===== src/rtl/sorter_pkg.sv =====
// Shared definitions for the sorter result path: default value width,
// the stored result record and pointer/count width helpers.
package sorter_pkg;

    localparam int SORT_W = 4;

    // One captured sorter result at the default value width.
    typedef struct packed {
        logic [SORT_W-1:0] largest;
        logic [SORT_W-1:0] second;
        logic              order_err;
    } sort_entry_t;

    // Pointer width for a buffer of the given depth (at least one bit).
    function automatic int ptr_w(input int depth);
        return (depth > 1) ? $clog2(depth) : 1;
    endfunction

    // Occupancy counter width: must be able to hold the value depth itself.
    function automatic int cnt_w(input int depth);
        return $clog2(depth) + 1;
    endfunction

endpackage


===== src/rtl/sync_edge_detect.sv =====
// Two-flop synchronizer followed by a rising-edge detector producing a
// single-cycle pulse. A level that is already high when reset releases is
// not reported: the detector only arms after it has seen a genuine low.
module sync_edge_detect (
    input  logic clk,
    input  logic rst,
    input  logic din,
    output logic pulse
);

    logic [1:0] sync_reg;
    logic [1:0] fill_reg;
    logic       edge_reg;
    logic       armed_reg;

    // Synchronizer chain, previous-value flop and arming logic. fill_reg
    // marks which synchronizer stages hold real samples rather than reset
    // values, so a reset-value zero cannot arm the detector.
    always_ff @(posedge clk or posedge rst) begin
        if (rst) begin
            sync_reg  <= 2'b00;
            fill_reg  <= 2'b00;
            edge_reg  <= 1'b0;
            armed_reg <= 1'b0;
        end else begin
            sync_reg  <= {sync_reg[0], din};
            fill_reg  <= {fill_reg[0], 1'b1};
            edge_reg  <= sync_reg[1];
            armed_reg <= armed_reg | (fill_reg[1] & ~sync_reg[1]);
        end
    end

    assign pulse = sync_reg[1] & ~edge_reg & armed_reg;

endmodule


===== src/rtl/sort_result_store.sv =====
// Captures (largest, second) pairs from the sorter on each rising edge of
// its asynchronous load level into a circular history buffer, and presents
// the oldest entry to a downstream reader over valid/ready. When full, a new
// write without a coincident pop overwrites the oldest entry and sets the
// sticky overflow flag.
module sort_result_store
    import sorter_pkg::*;
#(
    parameter int W     = SORT_W,
    parameter int DEPTH = 4
) (
    input  logic                      clk,
    input  logic                      rst,
    input  logic                      load,
    input  logic [W-1:0]              largest,
    input  logic [W-1:0]              second,
    input  logic                      clear,
    input  logic                      rd_ready,
    output logic                      rd_valid,
    output logic [W-1:0]              rd_largest,
    output logic [W-1:0]              rd_second,
    output logic                      rd_order_err,
    output logic [cnt_w(DEPTH)-1:0]   count,
    output logic                      overflow
);

    localparam int PW = ptr_w(DEPTH);
    localparam int CW = cnt_w(DEPTH);

    typedef struct packed {
        logic [W-1:0] largest;
        logic [W-1:0] second;
        logic         order_err;
    } entry_t;

    entry_t        mem [DEPTH];
    entry_t        head;

    logic [PW-1:0] wr_ptr_reg, wr_ptr_next;
    logic [PW-1:0] rd_ptr_reg, rd_ptr_next;
    logic [CW-1:0] count_reg, count_next;
    logic          overflow_reg, overflow_next;

    logic          wr_pulse;
    logic          wr;
    logic          pop;
    logic          full;

    sync_edge_detect u_sync_edge_detect (
        .clk   (clk),
        .rst   (rst),
        .din   (load),
        .pulse (wr_pulse)
    );

    assign full     = (count_reg == CW'(DEPTH));
    assign rd_valid = (count_reg != '0);
    assign pop      = rd_valid & rd_ready;
    // A clear in the same cycle as a write pulse drops the write.
    assign wr       = wr_pulse & ~clear;

    // Next-state for pointers, occupancy and the sticky overflow flag.
    always_comb begin
        wr_ptr_next   = wr_ptr_reg;
        rd_ptr_next   = rd_ptr_reg;
        count_next    = count_reg;
        overflow_next = overflow_reg;
        if (clear) begin
            wr_ptr_next   = '0;
            rd_ptr_next   = '0;
            count_next    = '0;
            overflow_next = 1'b0;
        end else begin
            if (wr) begin
                wr_ptr_next = wr_ptr_reg + PW'(1);
            end
            if (wr && full && !pop) begin
                // Overwrite the oldest entry: the head moves past it.
                rd_ptr_next   = rd_ptr_reg + PW'(1);
                overflow_next = 1'b1;
            end else if (pop) begin
                rd_ptr_next = rd_ptr_reg + PW'(1);
            end
            if (wr && !pop && !full) begin
                count_next = count_reg + CW'(1);
            end else if (pop && !wr) begin
                count_next = count_reg - CW'(1);
            end
        end
    end

    // Control state registers.
    always_ff @(posedge clk or posedge rst) begin
        if (rst) begin
            wr_ptr_reg   <= '0;
            rd_ptr_reg   <= '0;
            count_reg    <= '0;
            overflow_reg <= 1'b0;
        end else begin
            wr_ptr_reg   <= wr_ptr_next;
            rd_ptr_reg   <= rd_ptr_next;
            count_reg    <= count_next;
            overflow_reg <= overflow_next;
        end
    end

    // Entry storage; contents are deliberately not reset, validity comes
    // from the occupancy count.
    always_ff @(posedge clk) begin
        if (wr) begin
            mem[wr_ptr_reg] <= '{largest:   largest,
                                 second:    second,
                                 order_err: (second > largest)};
        end
    end

    assign head         = mem[rd_ptr_reg];
    assign rd_largest   = rd_valid ? head.largest   : '0;
    assign rd_second    = rd_valid ? head.second    : '0;
    assign rd_order_err = rd_valid ? head.order_err : 1'b0;
    assign count        = count_reg;
    assign overflow     = overflow_reg;

endmodule


===== config.mk =====
export PLATFORM = sky130hd
export DESIGN_NAME = sort_result_store
export DESIGN_NICKNAME = d
export VERILOG_FILES = /design/src/rtl/sorter_pkg.sv /design/src/rtl/sync_edge_detect.sv /design/src/rtl/sort_result_store.sv
export SDC_FILE = /design/constraint.sdc
export NUM_CORES = 1
export LEC_CHECK = 0
export ABC_AREA = 1
export CORE_UTILIZATION = 59
export DETAILED_ROUTE_END_ITERATION = 6
export PLACE_DENSITY_LB_ADDON = 0.25
export SETUP_SLACK_MARGIN = 0.2
export SYNTH_ARGS = -nofsm -noshare
export SYNTH_HDL_FRONTEND = slang
export SYNTH_SLANG_ARGS = --single-unit

===== constraint.sdc =====
create_clock -name clk -period 4.2 [get_ports clk]
set_clock_uncertainty 0.2 [all_clocks]
set_input_delay 1.05 -clock clk [delete_from_list [all_inputs] [get_ports clk]]
set_output_delay 1.05 -clock clk [all_outputs]
set_load 0.005 [all_outputs]

==> metrics.txt <==
worst path required time 2950 ps; antenna violation net count after detailed routing 0; Inserted Clock Buffers 5; routed vias 1,507; RSZ-0062 raised after global routing false; Mapped Area 2250 µm²; CP Capture Type output pin; Hold Path Class reg -> reg; drt wl/cell 13.6 µm; # clock sinks 50; CP startpoint kind flip-flop; routability cong. 0.762; register area share after synthesis 63.5%; vias per cell 5.31; max-cap violations 0; final slew viol count 0; Register-to-Register Path Depth 4; Core ar. 3660 µm²; Initial Util 61.6%; syn_area_per_cell 11.0 µm²; cells along the critical path inv_1 -> o21ai_0 -> a21oi_1 -> clkdlybuf4s50_1; Clock transition at path regs 90 ps; setup tns final 0 ps; CP Depth 4; Crit path max-delay family buffers and inverters; period utilization 86.4%; TritonCTS clock tree built; CTS max path bufs 2; critical path peak fanout 20; WP data arrival 2380 ps; R2R Setup Slk 2230 ps; fmax 275 MHz; Synth cell types 28; Critical path buffers and inverters 2; Synth Net Count 227; vias in the first global route 1,379; max incr delay on CP 760 ps; # diodes 0; final setup fails 0; Worst-Margin Slew 870 ps; fill cell count 277; slew margin rel. 41.8%; setup bufs post-CTS 0; CTS Root Cell clkbuf_8; max reg flops 36; #FFs+latches synth 50; I/O Buffers 26; Remaining DRCs 0; VDD IR max 321 µV; WL final 3870 µm; first-pass GRT wire length 6350 µm; H-tree depth 2; LEAKAGE 1.05 nW; Tot Pwr 1.39 mW; Clk Latency, worst-skew pair 290 ps; First DRT Iteration DRCs 98; Hold Violations, Final 0; # hold bufs at CTS 0; Die ar. 4070 µm²; global route total overflow 0; Pre-antenna DRT Iters 4; pin count of the biggest net entering global routing 21; Total GRT Usage 21.0%; share of layout cells above drive strength 1 8.47%; die span in y 63.8 µm; Rows 22; CP max-delay cell dfrtp_1; Ports 27; die width 63.8 µm; antenna violations before repair 0; power per cell area 526 nW/µm²; CP Class reg -> out; dpl hpwl 2650 µm; Min Clock Period, post-route 3630 ps; status finished, final reports clean; Gates resized, CTS repair 0; synth-to-layout area growth 17.3%; hold depth 0; yosys warns 0; Nets 257; Post-Syn Instances 205
per-stage QoR:
| stage | cells | worst slack (ps) | hold slack, ps | utilization [%] | cell area [µm²] |
|---|---|---|---|---|---|
| floorplan | 205 | 1900 | 131 | - | 2250 |
| global placement | 276 | 973 | 134 | 70.0 | 2560 |
| detailed placement | 276 | 901 | 138 | 70.0 | 2560 |
| CTS | 284 | 561 | 155 | 72.2 | 2640 |
| global route | 284 | 393 | 164 | 72.2 | 2640 |
| finish | 284 | 570 | 154 | 72.2 | 2640 |
power by group:
part | total [mW] | switching (mW) | leakage, nW | internal (mW)
clock | 0.255 | 0.141 | 0.0426 | 0.115
sequential | 0.619 | 0.0601 | 0.498 | 0.559
combinational | 0.517 | 0.259 | 0.513 | 0.258
per-layer routing:
layer	wire [µm]	vias up	share of wire (%)	global-route usage (%)
met5	0	-	0	0
met3	223	0	5.8	5.54
met4	0	0	0	5.97
met1	1850	719	48	29.9
li1	-	749	-	-
met2	1790	39	46	32.0
path summary, 6_finish.rpt:
| kind | endpoint | from |
|---|---|---|
| min in group asynchronous | count[0]$_DFFE_PP0P_ | rst |
| worst min register to register | u_sync_edge_detect.sync_reg[1]$_DFF_PP0_ | u_sync_edge_detect.sync_reg[0]$_DFF_PP0_ |
| worst max-delay path | rd_order_err | rd_ptr_reg[0]$_DFFE_PP0P_ |
| max in group asynchronous | u_sync_edge_detect.armed_reg$_DFF_PP0_ | rst |
| worst min-delay path | u_sync_edge_detect.sync_reg[1]$_DFF_PP0_ | u_sync_edge_detect.sync_reg[0]$_DFF_PP0_ |
| worst max register to register | mem[2][6]$_DFFE_PP_ | wr_ptr_reg[0]$_DFFE_PP0P_ |
kinds of logic after synthesis:
| family | count (synthesis) | share of synthesized area (%) |
|---|---|---|
| XOR/XNOR | 1 | 0.389 |
| adder cells (fa/ha/maj) | 9 | 5.33 |
| AND/OR/NAND/NOR | 72 | 15.7 |
| other | 1 | 0.166 |
| AO/OA/AOI/OAI | 39 | 9.00 |
| flip-flops | 50 | 63.5 |
| buffers and inverters | 33 | 5.89 |
placed cells by master, fill, tap and decap left out, types with 2 or more instances in the layout:
| master | netlist | final |
|---|---|---|
| nand4_1 | 2 | 2 |
| nor2_4 | 2 | 2 |
| nand2_4 | 2 | 2 |
| nor2_1 | 41 | 41 |
| inv_1 | 24 | 24 |
| dfrtp_1 | 14 | 14 |
| clkinv_1 | 2 | 3 |
| o21ai_0 | 24 | 24 |
| nand3_2 | 2 | 2 |
| clkbuf_8 | 0 | 5 |
| inv_2 | 2 | 2 |
| edfxtp_1 | 36 | 36 |
| nand3_1 | 7 | 7 |
| nand2_1 | 12 | 12 |
| buf_4 | 2 | 2 |
| clkdlybuf4s50_1 | 0 | 26 |
| a21oi_1 | 11 | 11 |
| nand2_2 | 2 | 2 |
| ha_1 | 8 | 8 |
synth_stat cells, drive strengths merged:
library cell | n | area share [%]
ha | 8 | 4.4
edfxtp | 36 | 48
o22ai | 1 | 0.28
o21ai | 25 | 5.6
nor2 | 43 | 7.8
a32oi | 1 | 0.39
nand2 | 16 | 3.6
fa | 1 | 0.89
nand3 | 10 | 3.2
clkbuf | 2 | 0.33
conb | 1 | 0.17
inv | 26 | 4.3
a21oi | 11 | 2.4
buf | 3 | 0.89
nand4 | 3 | 1.1
o21bai | 1 | 0.33
clkinv | 2 | 0.33
dfrtp | 14 | 16
xor2 | 1 | 0.39
area by class of cell:
type | instances | area [µm²] | share of cell area (%)
inverters | 28 | 105 | 3.98
flip-flops and latches | 50 | 1430 | 54.2
well taps | 48 | 60.1 | 2.27
repair buffers | 28 | 275 | 10.4
clock buffers | 6 | 72.6 | 2.75
multi-input cells | 122 | 689 | 26.1
clock inverters | 2 | 8.76 | 0.331
Note: power is estimated with default switching activity, not from simulation.
